File: config.mk
export PLATFORM = sky130hd
export DESIGN_NAME = alu_rr_scheduler_flat
export DESIGN_NICKNAME = d
export VERILOG_FILES = /design/src/rtl/alu_rr_scheduler_if.sv /design/src/rtl/alu_rr_scheduler.sv /design/src/flat_wrapper.sv
export SDC_FILE = /design/constraint.sdc
export NUM_CORES = 1
export LEC_CHECK = 0
export CAP_MARGIN = 40
export CORE_UTILIZATION = 53
export DETAILED_ROUTE_END_ITERATION = 10
export DONT_BUFFER_PORTS = 1
export HOLD_SLACK_MARGIN = 0.1
export PLACE_DENSITY = 0.8
export RECOVER_POWER = 25
export SKIP_CTS_REPAIR_TIMING = 1
export SLEW_MARGIN = 20
export SYNTH_ARGS = -nofsm -noshare
export SYNTH_HDL_FRONTEND = slang
export SYNTH_SLANG_ARGS = --single-unit
File: constraint.sdc
create_clock -name clk -period 3.2 [get_ports clk]
set_input_delay 0.96 -clock clk [delete_from_list [all_inputs] [get_ports clk]]
set_output_delay 0.96 -clock clk [all_outputs]
set_load 0.02 [all_outputs]
File: src/rtl/alu_rr_scheduler_if.sv
// alu_rr_scheduler_if: request/result bundle between N_REQ requesters and the shared ALU scheduler.
interface alu_rr_scheduler_if #(
    parameter int N_REQ = 2,
    parameter int TAG_W = 1
);
    logic [N_REQ-1:0]   req_valid;
    logic [N_REQ-1:0]   req_ready;
    logic [3*N_REQ-1:0] req_a;
    logic [3*N_REQ-1:0] req_b;
    logic [2*N_REQ-1:0] req_op;
    logic               res_valid;
    logic               res_ready;
    logic [3:0]         res_z;
    logic [TAG_W-1:0]   res_tag;
    logic               busy;
    modport master (
        output req_valid, req_a, req_b, req_op, res_ready,
        input  req_ready, res_valid, res_z, res_tag, busy
    );
    modport slave (
        input  req_valid, req_a, req_b, req_op, res_ready,
        output req_ready, res_valid, res_z, res_tag, busy
    );
endinterface

File: src/rtl/alu_rr_scheduler.sv
// alu_rr_scheduler: round-robin sharing of one 3-bit ADD/SUB/AND/OR ALU, tagged valid/ready result.
module alu_rr_scheduler #(
    parameter int N_REQ = 2,
    parameter int TAG_W = 1
) (
    input logic               clk,
    input logic               rst_n,
    alu_rr_scheduler_if.slave bus
);
    typedef enum logic [1:0] {IDLE, EXEC, HOLD} state_t;
    state_t           r_state, w_next;
    logic [TAG_W-1:0] r_last, r_tag, r_res_tag, w_win, w_idx;
    logic [2:0]       r_a, r_b;
    logic [1:0]       r_op;
    logic [3:0]       r_z, w_alu;
    logic             w_found, w_grant;
    // Search starts just after the last winner and wraps modulo N_REQ.
    always_comb begin
        w_found = 1'b0;
        w_win   = '0;
        w_idx   = '0;
        for (int k = 1; k <= N_REQ; k++) begin
            w_idx = TAG_W'((int'(r_last) + k) % N_REQ);
            if (!w_found && bus.req_valid[w_idx]) begin
                w_found = 1'b1;
                w_win   = w_idx;
            end
        end
    end
    assign w_grant = rst_n && r_state == IDLE && w_found;
    assign bus.req_ready = w_grant ? N_REQ'(1) << w_win : '0;
    always_comb begin
        w_next = r_state == IDLE ? (w_found ? EXEC : IDLE) :
                 r_state == EXEC ? HOLD : (bus.res_ready ? IDLE : HOLD);
        w_alu = r_op == 2'b00 ? {1'b0, r_a} + {1'b0, r_b} :
                r_op == 2'b01 ? {1'b0, r_a} - {1'b0, r_b} :
                r_op == 2'b10 ? {1'b0, r_a & r_b} : {1'b0, r_a | r_b};
    end
    always_ff @(posedge clk or negedge rst_n) begin
        if (!rst_n) begin
            r_state   <= IDLE;
            r_last    <= TAG_W'(N_REQ - 1);
            r_tag     <= '0;
            r_res_tag <= '0;
            r_a       <= '0;
            r_b       <= '0;
            r_op      <= '0;
            r_z       <= '0;
        end else begin
            r_state <= w_next;
            if (w_grant) begin
                r_a    <= bus.req_a[3*w_win +: 3];
                r_b    <= bus.req_b[3*w_win +: 3];
                r_op   <= bus.req_op[2*w_win +: 2];
                r_tag  <= w_win;
                r_last <= w_win;
            end
            if (r_state == EXEC) begin
                r_z       <= w_alu;
                r_res_tag <= r_tag;
            end
        end
    end
    assign bus.res_valid = r_state == HOLD;
    assign bus.res_z     = r_z;
    assign bus.res_tag   = r_res_tag;
    assign bus.busy      = r_state != IDLE;
endmodule

File: src/flat_wrapper.sv
// flat-port wrapper written by rule: the top's interface ports become plain ports
module alu_rr_scheduler_flat 
#(
    parameter int N_REQ = 2,
    parameter int TAG_W = 1
)
  (clk, rst_n, bus_req_valid, bus_req_a, bus_req_b, bus_req_op, bus_res_ready, bus_req_ready, bus_res_valid, bus_res_z, bus_res_tag, bus_busy);
  alu_rr_scheduler_if #(.N_REQ(N_REQ), .TAG_W(TAG_W)) bus_i ();
  input logic clk;
  input logic rst_n;
  input wire logic [$bits(bus_i.req_valid)-1:0] bus_req_valid;
  input wire logic [$bits(bus_i.req_a)-1:0] bus_req_a;
  input wire logic [$bits(bus_i.req_b)-1:0] bus_req_b;
  input wire logic [$bits(bus_i.req_op)-1:0] bus_req_op;
  input wire logic [$bits(bus_i.res_ready)-1:0] bus_res_ready;
  output wire logic [$bits(bus_i.req_ready)-1:0] bus_req_ready;
  output wire logic [$bits(bus_i.res_valid)-1:0] bus_res_valid;
  output wire logic [$bits(bus_i.res_z)-1:0] bus_res_z;
  output wire logic [$bits(bus_i.res_tag)-1:0] bus_res_tag;
  output wire logic [$bits(bus_i.busy)-1:0] bus_busy;
  assign bus_i.req_valid = bus_req_valid;
  assign bus_i.req_a = bus_req_a;
  assign bus_i.req_b = bus_req_b;
  assign bus_i.req_op = bus_req_op;
  assign bus_i.res_ready = bus_res_ready;
  assign bus_req_ready = bus_i.req_ready;
  assign bus_res_valid = bus_i.res_valid;
  assign bus_res_z = bus_i.res_z;
  assign bus_res_tag = bus_i.res_tag;
  assign bus_busy = bus_i.busy;
  alu_rr_scheduler #(.N_REQ(N_REQ), .TAG_W(TAG_W)) u_core (.clk(clk), .rst_n(rst_n), .bus(bus_i));
endmodule
==> results of run 1 <==
worst paths after layout:
kind | start | end | slack (ps) | cells past startpoint
max | bus_req_valid[0] | bus_req_ready[1] | 580 | 3
min | rst_n | u_core.bus.res_z[0] | 350 | 0
max reg2reg | u_core.r_b[0] | u_core.bus.res_z[1] | 1380 | 5
min reg2reg | u_core.r_tag | u_core.bus.res_tag | 500 | 2
max in group asynchronous | rst_n | u_core.r_last | 2680 | 0
min in group clk | u_core.r_tag | u_core.bus.res_tag | 500 | 2
synth_stat cells, types with 2 or more instances:
library cell,count,area share
o21ai_1,3,0.014
a21oi_1,3,0.014
o21ai_0,7,0.033
a21o_1,2,0.014
nand2_1,15,0.054
inv_1,9,0.032
buf_4,2,0.014
ha_1,9,0.11
mux2i_1,9,0.086
fa_1,2,0.038
buf_6,2,0.021
nor2_1,8,0.029
dfrtp_1,16,0.38
and2b_1,2,0.014
final cells by class:
type / count / area [µm²]
clock buffer: 3 / 22.52
clock inverter: 1 / 5.005
fill: 169 / 718.2
inverter: 9 / 33.78
multi-input combinational: 75 / 549.3
sequential: 17 / 426.7
tap: 25 / 31.28
timing repair buffer: 2 / 15.01
cell families (layout without fill, tap and decap cells):
logic type	after synthesis	count (layout)	synth area share
and+or+nand+nor	30	30	0.1272
AOI/OAI and AO/OA	23	23	0.1344
DFF	17	17	0.4055
buffers and inverters	14	15	0.07252
adders and majority gates	11	11	0.1451
muxes	10	10	0.1070
xor gates and xnor gates	1	1	0.008325
registers in the layout, indices dropped and copies added, names as in the netlist:
| register | count |
|---|---|
| u_core.bus.res_tag | 1 |
| u_core.r_op | 2 |
| u_core.r_b | 3 |
| u_core.r_tag | 1 |
| u_core.r_state | 2 |
| u_core.r_a | 3 |
| u_core.r_last | 1 |
| u_core.bus.res_z | 4 |
layer usage:
layer | wire [µm] | vias up | GRT usage
met5 | 0 | - | 0
met4 | 0 | 0 | 0.07059
met3 | 84 | 0 | 0.02745
met2 | 844 | 22 | 0.3000
met1 | 776 | 334 | 0.2414
li1 | - | 360 | -
power breakdown:
group	switching, mW	internal [mW]
Sequential	0.139	0.318
Clock	0.0707	0.0465
Combinational	0.258	0.216
metrics by stage:
step | std cells | utilization | instance area (µm²) | hold WS (ps) | worst slack, ps
finish | 132 | 0.6014 | 1084 | 347.5 | 580.4
global route | 132 | 0.6014 | 1084 | 328.4 | 545.7
CTS | 132 | 0.6014 | 1084 | 337.0 | 584.7
detailed placement | 128 | 0.5861 | 1056 | 476.3 | 585.0
global placement | 128 | 0.5861 | 1056 | 478.3 | 603.7
floorplan | 106 | - | 1052 | 439.5 | 507.8
==> summary.md, run 1 <==
| Metric | Value |
|---|---|
| Post-synth ARST share | `1.000` |
| Post-DP HPWL | `1356 µm` |
| Worst Path Arrival | `1660 ps` |
| Die area | `2167 µm²` |
| Endpoints failing setup | `0` |
| CP endpoint kind | `output pin` |
| Commonest cells after routing, fill and taps aside | `dfrtp_1 (16), nand2_1 (15), inv_1 (9), mux2i_1 (9), ha_1 (9)` |
| Startpoint types | `input port` |
| Period minus WS final | `2620 ps` |
| Crit share post-route | `0.8186` |
| Top delay family on crit path | `simple AND/OR/NAND/NOR gates` |
| Post-synthesis cell area | `1052 µm²` |
| Main flop type after synthesis | `dfrtp_1` |
| RSZ-0062 raised after global routing | `false` |
| Initial DRC count | `8` |
| Die Width | `46.56 µm` |
| WL final | `1705 µm` |
| Leak | `0.5274 nW` |
| Via count | `716` |
| Number of synthesized flops with an enable pin | `0` |
| Final setup TNS | `0 ps` |
| FMAX | `381.7 MHz` |
| Cells along the critical path | `nor2_1 -> nand3b_1 -> and2b_1` |
| Core area | `1802 µm²` |
| Number of global-route vias before repair | `648` |
| Syn-to-layout area delta | `2.973%` |
| Largest net degree at the start of global routing | `19` |
| Cells after Synth | `106` |
| Cts bufs inserted | `3` |
| Req. time, crit path | `2240 ps` |
| Worst VDD drop | `503.4 µV` |
| Synth Area per Inst | `9.927 µm²` |
| Final ANT Viol Nets | `0` |
| Yosys warnings | `0` |
| Die H | `46.56 µm` |
| Max-cap violations | `0` |
| Htree depth | `1` |
| Tot Pwr | `1.047 mW` |
| Hold Fails Final Rpt | `0` |
| # port buffers | `0` |
| Clk_skew | `1.430 ps` |
| CTS clk-pin slew, worst paths | `100 ps` |
| Top Ports | `30` |
| Row count | `15` |
| Ant. Diodes | `0` |
| Synth unique cells | `31` |
| Crit Path Max Fanout | `6` |
| Slowest CP cell | `and2b_1` |
| Initial antenna violation count | `0` |
| Clock root cell | `clkbuf_4` |
| Via-to-Cell Ratio | `5.424` |
| Share of layout cells above drive strength 1 | `0.09346` |
| Commonest non-fill, non-tap cell in the layout | `dfrtp_1` |
| Grt ovf | `0` |
| Critical path buffers and inverters | `0` |
| First-pass detailed-route iteration total | `4` |
| Global-route wire length before repair | `2711 µm` |
| Seq cells post-synth | `17` |
| CP peak stage delay | `410 ps` |
| Worst-skew pair later-pin latency | `290 ps` |
| Syn nets | `138` |
| Crit path kind | `in2out` |
| TritonCTS clock tree | `yes` |
| Final nets | `140` |
| Sequential share of the synthesized area | `0.4055` |
| Power Dens Cells | `966.1 nW/µm²` |
| Total Routing Usage GR | `0.1835` |
| Starting Density | `0.5840` |
| Remaining DRCs | `0` |
| Tightest Pin Transition | `390.1 ps` |
| GP Congestion | `0.7339` |
| HP Class | `in2async` |
| Max_slew headroom | `0.7390` |
| Post-DR wirelength/cell | `12.92 µm` |
| Run status | `finished, final reports clean` |
| Slew Viols, Final | `0` |
| Clk sinks | `17` |
| Max Root-Sink Buffers | `2` |
Power figures use the tool's default switching activity.
==> inputs of run 2 (changes only) <==
==> constraint.sdc (replaced) <==
create_clock -name clk -period 2.7 [get_ports clk]
set_input_delay 0.81 -clock clk [delete_from_list [all_inputs] [get_ports clk]]
set_output_delay 0.81 -clock clk [all_outputs]
set_load 0.02 [all_outputs]
==> summary.md, run 2 (same netlist as run 1, synthesis figures left out) <==
| Metric | Value |
|---|---|
| Cells along the critical path | `nor2_1 -> nand3b_1 -> and2b_1` |
| RSZ-0062 raised after global routing | `false` |
| Sw Ratio | `0.4416` |
| Crit share post-route | `0.8150` |
| Row count | `15` |
| Via count | `713` |
| Core area | `1802 µm²` |
| Flop pwr share | `0.435` |
| Final nets | `141` |
| Leak | `0.5327 nW` |
| Via-to-Cell Ratio | `5.361` |
| Period minus WS final | `2200 ps` |
| Starting Density | `0.5840` |
| Commonest non-fill, non-tap cell in the layout | `dfrtp_1` |
| Top Ports | `30` |
| First-pass detailed-route iteration total | `3` |
| Clk_skew | `1.968 ps` |
| FMAX | `454.5 MHz` |
| Commonest cells after routing, fill and taps aside | `dfrtp_1 (16), nand2_1 (15), inv_1 (9), mux2i_1 (9), ha_1 (9)` |
| Slew Viols, Final | `0` |
| Crit path kind | `in2out` |
| Req. time, crit path | `1890 ps` |
| Critical path buffers and inverters | `0` |
| Max_slew headroom | `0.7400` |
| Largest net degree at the start of global routing | `19` |
| Clock Power Share | `0.107` |
| Post-DR wirelength/cell | `12.56 µm` |
| Footprint of the multi-input gates | `549.3 µm²` |
| Filler cell count in the final layout | `180` |
| Tightest Pin Transition | `389.2 ps` |
| Hold Fails Final Rpt | `0` |
| Global-route wire length before repair | `2794 µm` |
| Clock root cell | `clkbuf_4` |
| Syn-to-layout area delta | `3.686%` |
| Run status | `finished, final reports clean` |
| Clk sinks | `17` |
| Startpoint types | `input port` |
| CTS clk-pin slew, worst paths | `100 ps` |
| Int Pwr | `0.6911 mW` |
| Initial antenna violation count | `0` |
| Max-cap violations | `0` |
| Cts bufs inserted | `3` |
| Worst VDD drop | `505.1 µV` |
| Design Area, Final | `1091 µm²` |
| Remaining DRCs | `0` |
| Top delay family on crit path | `simple AND/OR/NAND/NOR gates` |
| HP Class | `in2async` |
| Grt ovf | `0` |
| CP endpoint kind | `output pin` |
| Number of global-route vias before repair | `680` |
| Die Width | `46.56 µm` |
| Post-DP HPWL | `1354 µm` |
| Post-place instance area | `1064 µm²` |
| Endpoints failing setup | `0` |
| Htree depth | `1` |
| Total Routing Usage GR | `0.1842` |
| Max Root-Sink Buffers | `2` |
| Number of flip-flops in the largest register | `4` |
| CP peak stage delay | `360 ps` |
| Power share of the combinational group | `0.457` |
| Final setup TNS | `0 ps` |
| NetSw | `0.5466 mW` |
| GP Congestion | `0.7246` |
| WL final | `1670 µm` |
| # port buffers | `0` |
| TritonCTS clock tree | `yes` |
| Power Dens Cells | `1134 nW/µm²` |
| Share of layout cells above drive strength 1 | `0.1019` |
| Worst Path Arrival | `1390 ps` |
| Die area | `2167 µm²` |
| Final ANT Viol Nets | `0` |
| Initial DRC count | `5` |
| Worst-skew pair later-pin latency | `280 ps` |
| FF+latch area | `426.7 µm²` |
| Crit Path Max Fanout | `3` |
| Slowest CP cell | `and2b_1` |
| Ant. Diodes | `0` |
| Die H | `46.56 µm` |
-- run 2: cell count changes in the layout (fill, tap and decap cells not counted), sizes merged --
| cell | before | now |
|---|---|---|
| buf | 2 | 3 |
-- run 2: power by group through the flow --
stage | Combinational [mW] | Clock (mW) | Sequential (mW)
6_report | 0.566 | 0.133 | 0.539
5_1_grt | 0.657 | 0.151 | 0.562
4_1_cts | 0.575 | 0.140 | 0.541
3_5_place_dp | 0.573 | 0 | 0.547
3_3_place_gp | 0.536 | 0 | 0.537
2_1_floorplan | 0.530 | 0 | 0.493
-- run 2: worst register-to-register path: stages (launching register included) --
cell	delay (ps)
dfrtp_1	400
ha_1	220
inv_1	80
fa_1	480
mux4_2	470
o21ai_2	110
-- run 2: final timing paths --
kind / from / endpoint / slack, ps / cells after the start
max: bus_req_valid[0] / bus_req_ready[1] / 500 / 3
min: rst_n / u_core.bus.res_z[2] / 210 / 0
max reg2reg: u_core.r_b[0] / u_core.bus.res_z[1] / 890 / 5
min reg2reg: u_core.r_tag / u_core.bus.res_tag / 500 / 2
max in group asynchronous: rst_n / u_core.r_last / 2320 / 0
min in group clk: u_core.r_tag / u_core.bus.res_tag / 500 / 2
-- run 2: final cells by class --
type,count,area share
Clock buffer,3,0.02064
Clock inverter,1,0.004587
Inverter,9,0.03096
Multi-Input combinational cell,75,0.5034
Sequential cell,17,0.3911
Tap cell,25,0.02867
Timing Repair Buffer,3,0.02064
-- run 2: layer usage --
metal / global-route usage / part of all wire / vias to the layer above / wire (µm)
li1: - / - / 359 / -
met1: 0.2383 / 0.47 / 330 / 783
met2: 0.3083 / 0.48 / 22 / 803
met3: 0.02353 / 0.043 / 2 / 72
met4: 0.07059 / 0.0060 / 0 / 10
met5: 0 / 0 / - / 0
-- run 2: stage by stage --
step	util	power [mW]	instances	worst slack (ps)	hold WS [ps]
6_report	0.6056	1.238	133	499.6	207.0
5_1_grt	0.6056	1.370	133	405.3	178.9
4_1_cts	0.6056	1.256	133	495.2	194.1
3_5_place_dp	0.5903	1.121	129	495.3	477.8
3_3_place_gp	0.5903	1.073	129	527.1	477.0
2_1_floorplan	-	1.023	106	307.8	439.5
